<file path="src/rtl/instr_encoder_loader.sv">
// -----------------------------------------------------------------------------
// instr_encoder_loader
//
// Purpose: builds RV32I instruction words from short descriptions (kind,
// registers, funct bits, immediate) and writes them to instruction memory at
// consecutive word addresses. It is used to load a test program into imem
// while the core is held in reset. Supported classes: lw, sw, R-type, beq,
// I-type ALU (including shifts) and jal.
//
// Ports:
//   clk, reset           clock; synchronous active-high reset
//   start                begin/restart a session (count and error cleared)
//   finish               end the session, return to idle
//   in_valid / in_ready  handshake for one instruction description
//   in_kind              0 lw, 1 sw, 2 R, 3 beq, 4 I-ALU, 5 jal, 6-7 illegal
//   in_funct3            funct3 field
//   in_funct7b5          funct7[5] (sub/sra/srai)
//   in_rd/in_rs1/in_rs2  register numbers
//   in_imm               signed immediate (byte offset for beq/jal)
//   imem_we              one-cycle write strobe per emitted word
//   imem_addr            BASE_ADDR + 4*count
//   imem_wd              encoded instruction word
//   count                words written in this session (saturates at DEPTH)
//   busy                 session active
//   err / err_code       sticky error flag and first error cause
//                        (1 illegal kind, 2 imm out of range, 3 imm odd)
// -----------------------------------------------------------------------------
module instr_encoder_loader #(
    parameter int          DEPTH     = 64,
    parameter int          ADDR_W    = 6,
    parameter logic [31:0] BASE_ADDR = 32'h0
) (
    input  logic               clk,
    input  logic               reset,
    input  logic               start,
    input  logic               finish,
    input  logic               in_valid,
    output logic               in_ready,
    input  logic [2:0]         in_kind,
    input  logic [2:0]         in_funct3,
    input  logic               in_funct7b5,
    input  logic [4:0]         in_rd,
    input  logic [4:0]         in_rs1,
    input  logic [4:0]         in_rs2,
    input  logic signed [20:0] in_imm,
    output logic               imem_we,
    output logic [31:0]        imem_addr,
    output logic [31:0]        imem_wd,
    output logic [ADDR_W:0]    count,
    output logic               busy,
    output logic               err,
    output logic [1:0]         err_code
);

    typedef enum logic [1:0] {
        ST_IDLE = 2'd0,
        ST_LOAD = 2'd1,
        ST_EMIT = 2'd2
    } state_t;

    localparam logic [ADDR_W:0] DEPTH_C = (ADDR_W+1)'(DEPTH);

    state_t          state_q, state_d;
    logic [ADDR_W:0] count_q, count_d;
    logic            err_q, err_d;
    logic [1:0]      code_q, code_d;
    logic            we_q, we_d;
    logic [31:0]     wd_q, wd_d;
    logic [1:0]      chk_code;
    logic [31:0]     enc_word;
    logic            accept;

    // Immediate legality: range is tested before alignment, so an odd value
    // that is also out of range reports code 2.
    function automatic logic [1:0] imm_check(input logic [2:0] kind,
                                             input logic [2:0] f3,
                                             input logic signed [20:0] imm);
        logic [1:0] code;
        code = 2'd0;
        case (kind)
            3'd0, 3'd1: begin
                if (imm < -21'sd2048 || imm > 21'sd2047) code = 2'd2;
            end
            3'd2: code = 2'd0;
            3'd3: begin
                if (imm < -21'sd4096 || imm > 21'sd4094) code = 2'd2;
                else if (imm[0])                         code = 2'd3;
            end
            3'd4: begin
                if (f3 == 3'b001 || f3 == 3'b101) begin
                    if (imm < 21'sd0 || imm > 21'sd31) code = 2'd2;
                end else if (imm < -21'sd2048 || imm > 21'sd2047) begin
                    code = 2'd2;
                end
            end
            // The lower jal bound equals the 21-bit minimum, so only the top
            // bound can be violated.
            3'd5: begin
                if (imm > 21'sd1048574) code = 2'd2;
                else if (imm[0])        code = 2'd3;
            end
            default: code = 2'd1;
        endcase
        return code;
    endfunction

    function automatic logic [31:0] encode(input logic [2:0] kind,
                                           input logic [2:0] f3,
                                           input logic f7b5,
                                           input logic [4:0] rd,
                                           input logic [4:0] rs1,
                                           input logic [4:0] rs2,
                                           input logic signed [20:0] imm);
        logic [31:0] w;
        w = 32'h0;
        case (kind)
            3'd0: w = {imm[11:0], rs1, f3, rd, 7'b0000011};
            3'd1: w = {imm[11:5], rs2, rs1, f3, imm[4:0], 7'b0100011};
            3'd2: w = {1'b0, f7b5, 5'b00000, rs2, rs1, f3, rd, 7'b0110011};
            3'd3: w = {imm[12], imm[10:5], rs2, rs1, f3, imm[4:1], imm[11],
                       7'b1100011};
            3'd4: begin
                if (f3 == 3'b001 || f3 == 3'b101)
                    w = {1'b0, f7b5, 5'b00000, imm[4:0], rs1, f3, rd, 7'b0010011};
                else
                    w = {imm[11:0], rs1, f3, rd, 7'b0010011};
            end
            3'd5: w = {imm[20], imm[10:1], imm[11], imm[19:12], rd, 7'b1101111};
            default: w = 32'h0;
        endcase
        return w;
    endfunction

    assign chk_code = imm_check(in_kind, in_funct3, in_imm);
    assign enc_word = encode(in_kind, in_funct3, in_funct7b5, in_rd, in_rs1,
                             in_rs2, in_imm);
    assign in_ready = (state_q == ST_LOAD) && (count_q < DEPTH_C);
    assign accept   = in_valid && in_ready;

    always_comb begin
        state_d = state_q;
        count_d = count_q;
        err_d   = err_q;
        code_d  = code_q;
        we_d    = 1'b0;
        wd_d    = wd_q;
        case (state_q)
            ST_IDLE: state_d = ST_IDLE;
            ST_LOAD: begin
                if (accept) begin
                    if (chk_code == 2'd0) begin
                        state_d = ST_EMIT;
                        we_d    = 1'b1;
                        wd_d    = enc_word;
                    end else begin
                        // Bad descriptions are consumed without a write.
                        err_d = 1'b1;
                        if (!err_q) code_d = chk_code;
                    end
                end else if (finish) begin
                    state_d = ST_IDLE;
                end
            end
            // The strobe is high for this whole cycle, so the address still
            // reflects the old count; the increment lands at its end.
            ST_EMIT: begin
                state_d = ST_LOAD;
                count_d = count_q + 1'b1;
            end
            default: state_d = ST_IDLE;
        endcase
        // start overrides everything; a write already on the bus in EMIT has
        // its strobe this cycle and is not affected.
        if (start) begin
            state_d = ST_LOAD;
            count_d = '0;
            err_d   = 1'b0;
            code_d  = 2'd0;
            we_d    = 1'b0;
        end
    end

    always_ff @(posedge clk) begin
        if (reset) begin
            state_q <= ST_IDLE;
            count_q <= '0;
            err_q   <= 1'b0;
            code_q  <= 2'd0;
            we_q    <= 1'b0;
            wd_q    <= 32'h0;
        end else begin
            state_q <= state_d;
            count_q <= count_d;
            err_q   <= err_d;
            code_q  <= code_d;
            we_q    <= we_d;
            wd_q    <= wd_d;
        end
    end

    assign imem_we   = we_q;
    assign imem_wd   = wd_q;
    assign imem_addr = BASE_ADDR + {{(32-ADDR_W-3){1'b0}}, count_q, 2'b00};
    assign count     = count_q;
    assign busy      = (state_q != ST_IDLE);
    assign err       = err_q;
    assign err_code  = code_q;

endmodule

</file>
<file path="config.mk">
export PLATFORM = sky130hd
export DESIGN_NAME = instr_encoder_loader
export DESIGN_NICKNAME = d
export VERILOG_FILES = /design/src/rtl/instr_encoder_loader.sv
export SDC_FILE = /design/constraint.sdc
export NUM_CORES = 1
export LEC_CHECK = 0
export ABC_CLOCK_PERIOD_IN_PS = 2500
export BUFFER_PORTS_ARGS = -buffer_cell sky130_fd_sc_hd__buf_2
export CELL_PAD_IN_SITES_DETAIL_PLACEMENT = 0
export CELL_PAD_IN_SITES_GLOBAL_PLACEMENT = 2
export CORE_MARGIN = 2
export CORE_UTILIZATION = 25
export CTS_BUF_LIST = sky130_fd_sc_hd__clkbuf_16
export CTS_CLUSTER_SIZE = 14
export DETAILED_ROUTE_END_ITERATION = 8
export PLACE_DENSITY_LB_ADDON = 0.1
export SLEW_MARGIN = 30
export SYNTH_ARGS = -nofsm -noshare
export SYNTH_HDL_FRONTEND = slang
export SYNTH_SLANG_ARGS = --single-unit
</file>
<file path="constraint.sdc">
create_clock -name clk -period 2.5 [get_ports clk]
set_input_delay 0.375 -clock clk [delete_from_list [all_inputs] [get_ports clk]]
set_output_delay 0.375 -clock clk [all_outputs]
set_load 0.01 [all_outputs]
</file>
Word level (Yosys, flattened, before mapping)
Index checks and enable logic that the tools add are counted.
W data, S select, Z words.
Operators by class
  equality and inequality tests: 13
  reductions and logical operators: 17
  muxes and demuxes: 15
  bitwise gates (word level): 4
  $lt $le $gt $ge: 8
  add/subtract/negate cells: 1
Operators by type and width (count)
  $pmux W32 S6: 1
  $mux W32: 1
  $gt A21 B12 Y1 const B: 1
  $gt A21 B13 Y1 const B: 1
  $gt A21 B21 Y1 const B: 1
  $gt A21 B6 Y1 const B: 1
  $lt A21 B1 Y1 const B: 1
  $lt A21 B12 Y1 const B: 1
  $lt A21 B13 Y1 const B: 1
  $mux W2: 9
  $pmux W2 S5: 1
  $eq A3 B3 Y1 const B: 3
  $add A7 B1 Y7 const B: 1
  $lt A7 B7 Y1 const B: 1
  $eq A3 B1 Y1 const B: 2
  $eq A3 B2 Y1 const B: 2
  $reduce_and A3 Y1: 2
  $logic_or A1 B1 Y1: 4
  $ne A4 B3 Y1 const B: 1
  $ne A4 B4 Y1 const B: 1
  $not A1 Y1: 4
  $pmux W2 S2: 1
  $reduce_and A2 Y1: 2
  $reduce_and A4 Y1: 1
  other kinds (11): 14
Storage, ports and cells
  input bits: 48
  output and inout port bits: 77
  register bits after elaboration: 45
  word-level logic and storage cells: 65

Depth between registers and ports, before layout
  depth in word-level cells: 10
  depth in mapped cells: 9
  gate-level depth less buffers: 8

Worst setup path after synthesis
No wires, ideal clock.
  path kind: input to register
  start point: input port in_kind[2]
  end point: register wd_q[12] (netlist: imem_wd[12])
  library setup time: 0.132 ns
  slack: 0.330 ns
  data required time: 2.368 ns
  arrival: 2.039 ns
  path buffers: 3
  cell stages on the path: 9
  cells stage by stage: buf_2 -> nor2b_1 -> buf_2 -> or2_2 -> and2_1 -> a211o_1 -> buf_4 -> a2111oi_2 -> nor3_1
On the way
  longest elaborated chain between the ends: 5
  elaborated cells between the ends (all ways): 11
  classes of those cells: eq/ne: 5; mux: 2; reduce/logical: 4
RTL lines
  start, declared: line 39  | input logic [2:0] in_kind,
  $eq A3 B1 Y1 / $logic_not A3 Y1 (equally long branches): line 80, 116
  $reduce_or A2 Y1: line 80  | case (kind)
  $pmux W2 S5: line 80
  $logic_not A2 Y1: line 151  | if (chk_code == 2'd0) begin
  $reduce_and A3 Y1 (no source line)
  end signal, assigned: line 197  | wd_q <= wd_d;
  end, declared: line 68  | logic [31:0] wd_q, wd_d;
Several ways; a longest one is shown, not always the timed one.
A chain may end at the register's enable or synchronous reset.

Worst setup path after layout
  start point: input port in_imm[7]
  end point: register wd_q[19] (netlist: imem_wd[19])
On the way
  longest elaborated chain between the ends: 7
  elaborated cells between the ends (all ways): 18
  classes of those cells: order compare: 7; mux: 6; reduce/logical: 5
RTL lines
  start, declared: line 45  | input logic signed [20:0] in_imm,
  $lt A21 B12 Y1, or another cell as far along: line 82, 92
  $logic_or A1 B1 Y1 (on tied branches): line 82, 92, 91
  $mux W2 (on tied branches): line 82, 92, 91
  $mux W2: line 90  | if (f3 == 3'b001 || f3 == 3'b101) begin
  $pmux W2 S5 (*): line 80
  $logic_not A2 Y1 (*): line 151
  $reduce_and A3 Y1 (no source line) (*)
Every way passes the cells marked *; elsewhere a longest branch is shown, timed or not.

==> out/metrics.cfg <==
[grt]
grt_overflow=0
antenna_found_initial=0
use_met3=0.0298
busiest_layer=met2
grt_util_met2=0.250
first_global_vias=2642
grt_pass1_wl_microns=14100
met1_usage=0.217
grt.total_usage=0.156
grt_start_max_net_pins=31

[route]
ant_nets=0
drtIter0Drc=86
dr.pass1.iters=6
vias=2682
vias_per_cell=4.84
routed_wl_microns=8720
wl_per_cell_microns=15.7
drc_errors=0

[floorplan]
die_w_microns=107
start_util=0.258
rows=37
chipHeight_microns=107
die_area_sq_um=11500
core_area_sq_um=10300
io_pins=125

[synth]
netlist.area_leader.share=0.323
yosys_warnings=0
synthTopCellsByCount=45 x a21oi_1, 43 x dfxtp_1, 36 x buf_4
ys_async_sr_fraction=0
yosysMostFrequentCell=a21oi_1
synth_enable_flop_cells=0
synth-seq-area-share=0.323
ys_seq_elements=43
syn_avg_cell_area_sq_um=8.11
postSynthCellCount=328
synthDistinctLibCells=45
synth_area_leaders=dfxtp_1 32%, buf_4 10%, a21oi_1 8.5%, a2111oi_2 3.9%, a22oi_1 3.9%
syn_area_sq_um=2660
yosys_most_used_dff=dfxtp_1
yosys.area.top_type=dfxtp_1

[power]
p_leak_nw=1.46
report.power.total_mw=1.77
vdd_drop_max_mv=0.263
power_density_nw_per_um2=524

[timing]
setup_viol=0
max_freq_ghz=0.440
slew_violations=0
hold_ws_ps=337
period_needed_ps=2270
clock_skew_ps=4.79
tns_ps=0
rsz0062_at_grt=no
post-route-period-util=0.909
worstMarginPinSlew_ps=578
layout_setup_ws_ps=227
max-slew-margin-rel=0.614
hold_viol_final=0

[layout]
multiInputGateArea_sq_um=1490
antenna_cells=0
area_growth_pct=27.2
drive_gt1_frac=0.335
design_area_sq_um=3390
fillers=1143
layout.nets=470
fin_cells=554
seq_area_sq_um=861
utilization=0.328

[clock_tree]
cts_setup_buffers=0
cts-root-buf=clkbuf_16
clock_latency_ps=280
clockBufferDepth=2
clkTransAtPathRegs_ps=60
numCtsBuffers=5
hold_buffers=0
htree_levels=2
cts_tree=built
cts.sink_count=43
cts_resized=0

[job]
drv_cap=0

[setup_path]
cp-end-kind=register
crit_type=in -> reg
critical_path.startpoint_type=primary input
crit_fanout=5
arrival_ps=2420
rrSetupSlack_ps=510
worstPathRequired_ps=2640

[placed_design]
io_buffers=99
gp_congestion=0.787
placedCellCount=547
place_ws_ps=-87.1
placed_area_sq_um=3230
dp_hpwl_microns=6790

[run_status]
status=complete, no violations

[min_path]
hp-class=in -> reg

## sequential cells by signal, indices dropped and copies added, names as in the netlist
| signal | count |
|---|---|
| imem_wd | 30 |
| count | 7 |
| err_code | 2 |
| state_q | 2 |
| err | 1 |
| imem_we | 1 |
## critical path, cell delays in order
cell and delay, ps:
buf_2 120, or4_1 530, o22ai_1 220, o41ai_2 150, a211o_1 410, a2111oi_0 500
nor3_1 100
## placed cells by master, fill, tap and decap left out, types with 2 or more instances in the layout
cell type and n:
a2111oi_0 3, mux2i_1 7, or2_2 2, or3_1 2, nor3_1 16, a21o_1 2
buf_4 19, nand3_1 3, a211o_1 2, o21ai_1 2, a311oi_1 10, ha_1 4
or4_1 2, clkbuf_16 5, a2111oi_2 7, nand2_1 7, conb_1 25, dfxtp_1 43
inv_1 8, nand4_1 15, and3_1 2, buf_12 2, xor2_1 3, nor2_1 27
o21ai_0 15, nor4_1 2, and2_1 4, a21oi_1 45, buf_2 99, a211oi_1 2
a22oi_1 14, nor2b_1 5
## layer usage
| layer | wire, microns | vias up |
|---|---|---|
| met5 | 0 | - |
| met4 | 59 | 0 |
| met3 | 445 | 4 |
| met2 | 4010 | 73 |
| met1 | 4200 | 1279 |
| li1 | - | 1326 |
## kinds of logic after synthesis
kind of cell | Yosys count | share of synthesized area
compound gates | 111 | 0.295
xor+xnor | 4 | 0.0132
fa+ha+maj | 4 | 0.0188
buf+inv | 69 | 0.151
flops | 43 | 0.323
mux | 7 | 0.0263
other cells | 1 | 0.00141
simple gates | 89 | 0.171
## where the power goes
| group | total [mW] | leakage (nW) | switching [mW] | internal [mW] |
|---|---|---|---|---|
| clock network | 0.725 | 0.0811 | 0.263 | 0.462 |
| registers | 0.709 | 0.348 | 0.00870 | 0.700 |
| logic | 0.340 | 1.03 | 0.212 | 0.128 |
## layout make-up
class	instances	share of cell area
clock buffer	5	0.0370
multi-input combinational	240	0.439
inverter	8	0.00887
clock inverter	2	0.00998
timing repair buffer	120	0.200
tap	136	0.0503
sequential	43	0.254
## worst paths after layout
kind	start	endpoint	depth (start not counted)
max	in_imm[7]	imem_wd[19]$_SDFFE_PP0P_	7
min	reset	imem_wd[3]$_SDFFE_PP0P_	2
max reg2reg	state_q[1]$_SDFFE_PP0P_	imem_wd[19]$_SDFFE_PP0P_	6
min reg2reg	imem_wd[26]$_SDFFE_PP0P_	imem_wd[26]$_SDFFE_PP0P_	2
Note: power is estimated with default switching activity, not from simulation.
